File: config.mk
export PLATFORM = sky130hd
export DESIGN_NAME = ram_write_driver
export DESIGN_NICKNAME = d
export VERILOG_FILES = /design/src/rtl/nn_mem_pkg.sv /design/src/rtl/ram_write_driver_byte_packer.sv /design/src/rtl/ram_write_driver.sv
export SDC_FILE = /design/constraint.sdc
export NUM_CORES = 1
export LEC_CHECK = 0
export ABC_AREA = 1
export CORE_UTILIZATION = 49
export CTS_CLUSTER_DIAMETER = 60
export CTS_CLUSTER_SIZE = 28
export DETAILED_ROUTE_END_ITERATION = 16
export GPL_TIMING_DRIVEN = 0
export PLACE_DENSITY = 0.76
export SYNTH_ARGS = -nofsm -noshare
export SYNTH_HDL_FRONTEND = slang
export SYNTH_SLANG_ARGS = --single-unit
File: constraint.sdc
create_clock -name clk -period 1.9 [get_ports clk]
set_input_delay 0.38 -clock clk [delete_from_list [all_inputs] [get_ports clk]]
set_output_delay 0.38 -clock clk [all_outputs]
set_load 0.005 [all_outputs]
File: src/rtl/nn_mem_pkg.sv
// Shared weight-RAM layout for the read and write drivers: geometry,
// index widths, FSM state encoding and the (layer, unit, widx) -> address map.
package nn_mem_pkg;

  localparam int DATA_W    = 32;
  localparam int ADDR_W    = 10;
  localparam int LAYERS    = 4;
  localparam int UNITS     = 4;
  localparam int WEIGHTS   = 4;
  localparam int BASE_ADDR = 0;

  localparam int LAYER_W = (LAYERS  > 1) ? $clog2(LAYERS)  : 1;
  localparam int UNIT_W  = (UNITS   > 1) ? $clog2(UNITS)   : 1;
  localparam int WIDX_W  = (WEIGHTS > 1) ? $clog2(WEIGHTS) : 1;

  typedef enum logic [2:0] {
    ST_IDLE    = 3'd0,
    ST_COLLECT = 3'd1,
    ST_WRITE   = 3'd2,
    ST_FINISH  = 3'd3,
    ST_ABORT   = 3'd4
  } wr_state_e;

  // Layer-major, then unit, then weight index; both drivers must use this.
  function automatic int unsigned ram_addr_of(
    input int unsigned layer_idx,
    input int unsigned unit_idx,
    input int unsigned widx,
    input int unsigned units   = UNITS,
    input int unsigned weights = WEIGHTS,
    input int unsigned base    = BASE_ADDR
  );
    return base + (layer_idx * units + unit_idx) * weights + widx;
  endfunction

endpackage

File: src/rtl/ram_write_driver_byte_packer.sv
// Packs a byte stream little-endian into DATA_W-bit words; word_valid pulses
// combinationally with the last byte so the caller can register the word.
module byte_packer #(
  parameter int DATA_W = 32
) (
  input  logic              clk,
  input  logic              reset,
  input  logic              clear,
  input  logic              take,
  input  logic [7:0]        byte_in,
  output logic [DATA_W-1:0] word,
  output logic              word_valid
);

  localparam int BYTES = DATA_W / 8;
  localparam int CW    = (BYTES > 1) ? $clog2(BYTES) : 1;

  logic [DATA_W-1:0] acc;
  logic [CW-1:0]     cnt;

  assign word_valid = take && (cnt == CW'(BYTES - 1));

  // The final byte bypasses the accumulator straight into the top lane.
  always_comb begin
    word                 = acc;
    word[DATA_W-1 -: 8]  = byte_in;
  end

  always_ff @(posedge clk) begin
    if (reset || clear) begin
      acc <= '0;
      cnt <= '0;
    end else if (take) begin
      acc[8*cnt +: 8] <= byte_in;
      cnt             <= word_valid ? '0 : cnt + CW'(1);
    end
  end

endmodule

File: src/rtl/ram_write_driver.sv
// Loads weight words into the weight RAM from a byte stream, one layer or all
// layers, using the shared layer/unit/weight address layout.
module ram_write_driver #(
  parameter int DATA_W    = nn_mem_pkg::DATA_W,
  parameter int ADDR_W    = nn_mem_pkg::ADDR_W,
  parameter int LAYERS    = nn_mem_pkg::LAYERS,
  parameter int UNITS     = nn_mem_pkg::UNITS,
  parameter int WEIGHTS   = nn_mem_pkg::WEIGHTS,
  parameter int BASE_ADDR = nn_mem_pkg::BASE_ADDR,
  parameter int TIMEOUT   = 1000
) (
  input  logic              clk,
  input  logic              reset,
  input  logic              start,
  input  logic              single_layer,
  input  logic [1:0]        layer_sel,
  input  logic [7:0]        byte_in,
  input  logic              byte_valid,
  output logic              byte_ready,
  output logic [ADDR_W-1:0] ram_addr,
  output logic [DATA_W-1:0] ram_din,
  output logic              ram_we,
  output logic              busy,
  output logic              done,
  output logic              err
);

  import nn_mem_pkg::*;

  localparam int LW = (LAYERS  > 1) ? $clog2(LAYERS)  : 1;
  localparam int UW = (UNITS   > 1) ? $clog2(UNITS)   : 1;
  localparam int WW = (WEIGHTS > 1) ? $clog2(WEIGHTS) : 1;
  localparam int IW = LW + UW + WW;
  localparam int TW = 16;
  localparam logic [TW-1:0] TO_LAST = TW'(TIMEOUT - 1);

  wr_state_e         state;
  logic [IW-1:0]     idx;
  logic              single;
  logic [TW-1:0]     idle_cnt;
  logic              take;
  logic              pk_clear;
  logic              word_valid;
  logic [DATA_W-1:0] word;
  logic              last_word;
  logic [ADDR_W-1:0] addr_now;

  logic [LW-1:0] layer_idx;
  logic [UW-1:0] unit_idx;
  logic [WW-1:0] widx;

  assign layer_idx = idx[IW-1 -: LW];
  assign unit_idx  = idx[WW +: UW];
  assign widx      = idx[WW-1:0];

  assign take     = byte_valid && byte_ready;
  assign pk_clear = (state != ST_COLLECT);

  assign last_word = (widx == WW'(WEIGHTS - 1)) && (unit_idx == UW'(UNITS - 1)) &&
                     (single || (layer_idx == LW'(LAYERS - 1)));

  assign addr_now = ADDR_W'(ram_addr_of(32'(layer_idx), 32'(unit_idx), 32'(widx),
                                        UNITS, WEIGHTS, BASE_ADDR));

  byte_packer #(
    .DATA_W(DATA_W)
  ) u_packer (
    .clk       (clk),
    .reset     (reset),
    .clear     (pk_clear),
    .take      (take),
    .byte_in   (byte_in),
    .word      (word),
    .word_valid(word_valid)
  );

  always_ff @(posedge clk) begin
    if (reset) begin
      state      <= ST_IDLE;
      idx        <= '0;
      single     <= 1'b0;
      idle_cnt   <= '0;
      byte_ready <= 1'b0;
      ram_addr   <= '0;
      ram_din    <= '0;
      ram_we     <= 1'b0;
      busy       <= 1'b0;
      done       <= 1'b0;
      err        <= 1'b0;
    end else begin
      ram_we <= 1'b0;
      done   <= 1'b0;
      err    <= 1'b0;
      case (state)
        ST_IDLE: begin
          if (start) begin
            single     <= single_layer;
            idx        <= single_layer ? {LW'(layer_sel), (UW + WW)'(0)} : '0;
            idle_cnt   <= '0;
            busy       <= 1'b1;
            byte_ready <= 1'b1;
            state      <= ST_COLLECT;
          end
        end
        ST_COLLECT: begin
          if (word_valid) begin
            state      <= ST_WRITE;
            byte_ready <= 1'b0;
            idle_cnt   <= '0;
            ram_we     <= 1'b1;
            ram_din    <= word;
            ram_addr   <= addr_now;
          end else if (take) begin
            idle_cnt <= '0;
          end else if (idle_cnt == TO_LAST) begin
            // Stream stalled too long: give up; the packer drops the partial word.
            state      <= ST_ABORT;
            byte_ready <= 1'b0;
            busy       <= 1'b0;
            err        <= 1'b1;
          end else begin
            idle_cnt <= idle_cnt + TW'(1);
          end
        end
        ST_WRITE: begin
          if (last_word) begin
            state <= ST_FINISH;
            busy  <= 1'b0;
            done  <= 1'b1;
          end else begin
            // Power-of-two geometry lets the nested index be one binary counter.
            idx        <= idx + IW'(1);
            idle_cnt   <= '0;
            byte_ready <= 1'b1;
            state      <= ST_COLLECT;
          end
        end
        ST_FINISH: state <= ST_IDLE;
        ST_ABORT:  state <= ST_IDLE;
        default:   state <= ST_IDLE;
      endcase
    end
  end

endmodule

[Word level (Yosys, flattened, before mapping)]
Cells that the tools add are included.
Storage, ports and cells
  word-level logic and storage cells: 89
  input bits: 15
  bits in registers: 107
  output and inout bits: 47
Operators by class
  bitwise logic cells: 2
  $add $sub $neg: 6
  reductions and logical operators: 19
  eq/ne operators: 17
  mux-type cells: 30
  shift operators: 2
Operators with widths (number)
  $mux 16: 5
  $pmux 16 s3: 1
  $neg 5->34: 1
  $shift 8x34->32 const A: 1
  $shiftx 8x34->32: 1
  $bwmux 32: 1
  $mux 6: 3
  $add 16x1->16 const B: 1
  $eq 16x10->1 const B: 1
  $mux 3: 4
  $ne 2x2->1 const B: 6
  $pmux 6 s2: 1
  $mux 1: 10
  $pmux 3 s3: 1
  $add 7x2->8: 1
  $eq 2x2->1 const B: 4
  $add 6x1->6 const B: 1
  $pmux 1 s3: 2
  $reduce_and 3->1: 2
  $reduce_and 6->1: 1
  $add 4x2->5: 1
  $reduce_and 5->1: 1
  $logic_and 1x1->1: 4
  $mux 2: 2
  other kinds (16): 20

[Longest topological paths before layout]
  depth after elaboration: 5
  gate-level depth with buffers: 11
  depth with buffers taken out: 10

[Hierarchy]
A second synthesis with hierarchy kept.
Unflattened totals
  cells, all modules: 610
  area total of the unflattened synthesis: 4304.1 µm²
Modules (own cells, without submodules)
  ram_write_driver: sequential area each 1381.3 µm², cells an instance 439, area each 3090.5 µm², times used 1
  byte_packer: sequential area each 520.5 µm², cells an instance 171, area each 1213.7 µm², times used 1

[Least setup slack after synthesis]
No wires, ideal clock.
  path type: reg-to-reg
  start point: register u_packer.cnt[0]
  end point: register u_packer.acc[3]
  slack: 113 ps
  data arrival time: 1701 ps
  library setup time: 86 ps
  data required time: 1814 ps
  stages on the path, launching flop included: 7
  clock period less this slack: 1787 ps
  path buffers: 1
  cells stage by stage: dfxtp_1 -> inv_1 -> ha_1 -> buf_2 -> nor3b_1 -> a21oi_1 -> a211oi_1
Between the ends
  word-level cells in the longest chain between the ends: 3
  elaborated cells between the ends (all ways): 4
  classes of those cells: 1 x add/sub; 2 x shift; 1 x mux
Ends and longest elaborated chain
  start, declared: RTL line ram_write_driver_byte_packer.sv:19  | logic [CW-1:0] cnt;
  start signal, assigned: RTL line ram_write_driver_byte_packer.sv:35  | cnt <= word_valid ? '0 : cnt + CW'(1);
  $neg 5->34 (*): RTL line ram_write_driver_byte_packer.sv:34  | acc[8*cnt +: 8] <= byte_in;
  $shiftx 8x34->32 / $shift 8x34->32 (equally long branches): RTL line ram_write_driver_byte_packer.sv:34
  $bwmux 32 (*): RTL line ram_write_driver_byte_packer.sv:34
  end signal, assigned by index: RTL line ram_write_driver_byte_packer.sv:34
  end, declared: RTL line ram_write_driver_byte_packer.sv:18  | logic [DATA_W-1:0] acc;
Every way passes the cells marked *; elsewhere a longest branch is shown, timed or not.
A chain may end at the register's enable or synchronous reset.

[Final worst setup path]
  start point: input byte_valid
  end point: register ram_din[21]
Between the ends
  word-level cells in the longest chain between the ends: 3
Ends and longest elaborated chain
  start, declared: RTL line ram_write_driver.sv:18  | input logic byte_valid,
  $logic_and 1x1->1: RTL line ram_write_driver.sv:56  | assign take = byte_valid && byte_ready;
  $logic_and 1x1->1: RTL line ram_write_driver_byte_packer.sv:21  | assign word_valid = take && (cnt == CW'(BYTES - 1));
  $reduce_and 2->1 (no line)
  end signal, assigned: RTL line ram_write_driver.sv:111  | ram_din <= word;
  end, declared: RTL line ram_write_driver.sv:21  | output logic [DATA_W-1:0] ram_din,
No other way between the ends.

==> run metrics <==
CTS sink count=95; maximum vdd drop=508 uV; number of global-route vias before repair=roughly 3900; final setup fails=0; Root Driver=clkbuf_8; area share of the largest cell type after synthesis=0.438; Compound-Gate Fraction of Synth Area=0.181; Vert. Die Dim=roughly 96 um; starting density of the core=0.518; Port Buffer Count=between 50 and 60; Critical Path RT=about 2.2 ns; mux cell area share after synthesis=0; largest family of logic cells by synthesized area=simple AND/OR/NAND/NOR gates; Least-Margin Pin Slew=between 0.6 and 0.7 ns; # hold bufs at CTS=0; CTS Buf Count=9; Die W=96.2 um; DP HPWL=between 7 and 8 mm; worst skew pair latency=roughly 0.37 ns; placed cells=approximately 750; Die Footprint=a little over 9000 um^2; Final #Nets=673; Data arrival, critical path=a little over 2 ns; # diodes=0; LEAKAGE=about 2.1 nW; max-slew violations=0; Placer Congestion=between 0.8 and 0.9; hold path depth=2; most common cell after layout, fill and taps aside=dfxtp_1; Hold Path Class=flip-flop to flip-flop; Slowest-stage cell, CP=clkdlybuf4s50_1; layout cells sized above 1=0.119; status=finished, final reports clean; CTS clk-pin slew, worst paths=0.10 ns; Fin Clk Skew=between 0.01 and 0.015 ns; Finished Core Util=0.631; first-pass GRT wire length=about 18 mm; DRT iter0 DRCs=241; Vias/cell=around 5.4; fin crit period=around 1.8 ns; r2r setup slk=about 0.14 ns; Cells after Synth=between 500 and 600; I/O Pins=62; fmax=0.559 GHz; Main synth FF type=dfxtp_1; simple-gate share of the synthesized area=0.264; commonest non-fill, non-tap cells in the layout=dfxtp_1, nor2_1, nand2_1, inv_1, clkdlybuf4s50_1; routed len/inst=around 14 um; Post-Synth Adder-Cell Area=0.0202; average instance area after synthesis=approximately 7.5 um^2; Synth cell types=35; Finished Layout Cells=between 700 and 800; max cap viols=0; EDFF count, synth=0; WL final=~11 mm; Async SR Flop Fraction=0; DRC=0; post-synth top area cell=dfxtp_1; Row Count=33; core area=about 8400 um^2; worst setup path class=input pin to flip-flop; Routed Antenna Nets=0; footprint of the multi-input gates=2050 um^2; critical path endpoint category=flip-flop; largest net degree at the start of global routing=17; final setup margin=around 0.11 ns; crit-path most repeated cell=buf_2; Largest stage delay, worst path=roughly 0.48 ns; fin crit share=0.941; Sequential Area=between 1500 and 2000 um^2; FILL cells=758; top post-synthesis cells by area=dfxtp_1, nor2_1, nand2_1; CTS tree=built; initial antenna violation count=0; R2R cell count=10; register area share after synthesis=0.438; Clock Tree Buf Depth=2; pwr dens=about 730 nW/um^2; GRT Total Usage=0.251; synthesized cell area=approximately 4300 um^2; via count=just over 4000; Final Hold Viols=0; slew margin rel.=0.593; Detailed Routing Iterations Pass 1=5; H-Tree Depth=3; flops & latches, synth=between 90 and 100; Fin Hold WS=about 0.46 ns; CP Launch Type=input pin; yosys warns=0; global route total overflow=0; CP Cell Sequence=clkdlybuf4s50_1 > nand2_2 > nor2_2 > inv_2 > nor2_4 > buf_2 > buf_2 > a21oi_1; Placement Setup Slack=-0.355 ns; Layout Area Growth over Synthesis=21.8%; Max FO, Critical Path=10; Synth Area in XOR/XNOR=0; Final TNS setup=0 ns
## power breakdown
group	switching, mW	total, mW	internal, mW
logic	0.239	0.376	0.137
clock network	0.739	1.43	0.695
registers	0.0233	2.04	2.01
total	1.00	3.85	2.85
## routing by layer
layer  up-vias  wire (um)  GRT usage
met5         -          0          0
met3        25        655     0.0608
met2       129       5460      0.444
met1      1869       4630      0.297
met4         0        210     0.0771
li1       2056          -          -
## worst max-delay path: cells and delay by family
kind | cells | cell delay, ns
AND/OR/NAND/NOR | 3 | 0.48
buffers and inverters | 4 | 1.07
AO/OA/AOI/OAI | 1 | 0.11
## through the flow
stage               total power, mW  area [um^2]
global route                   3.99         5290
CTS                            3.86         5280
detailed placement             2.45         5060
global placement               2.44         5060
finish                         3.85         5290
floorplan                      2.32         4360
## cell usage after synthesis, drive strengths merged (5+ instances only)
library cell,n
o21ai,50
nor3,5
ha,7
clkbuf,10
nand4,11
inv,66
dfxtp,95
nor2,87
nand2,90
a31oi,18
a211oi,18
a21oi,48
nand3,48
buf,19
## cells by family (layout without fill, tap and decap cells)
| kind of cell | Yosys count | count (layout) |
|---|---|---|
| AND/OR/NAND/NOR | 246 | 246 |
| other | 1 | 4 |
| buffers and inverters | 95 | 168 |
| flip-flops | 95 | 95 |
| adder cells (fa/ha/maj) | 7 | 7 |
| AO/OA/AOI/OAI | 136 | 136 |
## sequential cells by signal, indices dropped and copies added, names as in the netlist, 2 cells and up
signal	flops
state	3
ram_addr	6
idle_cnt	16
idx	6
ram_din	32
u_packer.cnt	2
u_packer.acc	24
## path summary, 6_finish.rpt
kind | start | endpoint
max | byte_valid | ram_din[21]
min | single | single
max reg2reg | idle_cnt[0] | idle_cnt[3]
min reg2reg | single | single
## what timing repair did
action	4_1_cts	5_1_grt
setup buffers	0	0
cloned	0	0
pin swaps	0	0
endpoints found under the setup margin	7	54
gates resized for setup	1	8
## cell type report
class,instances,area share
repair buffers,57,0.108
clock buffers,11,0.0286
flip-flops and latches,95,0.360
plain buffers,29,0.0331
well taps,105,0.0248
clock inverters,5,0.0121
multi-input cells,393,0.387
inverters,66,0.0468
Power figures use the tool's default switching activity.
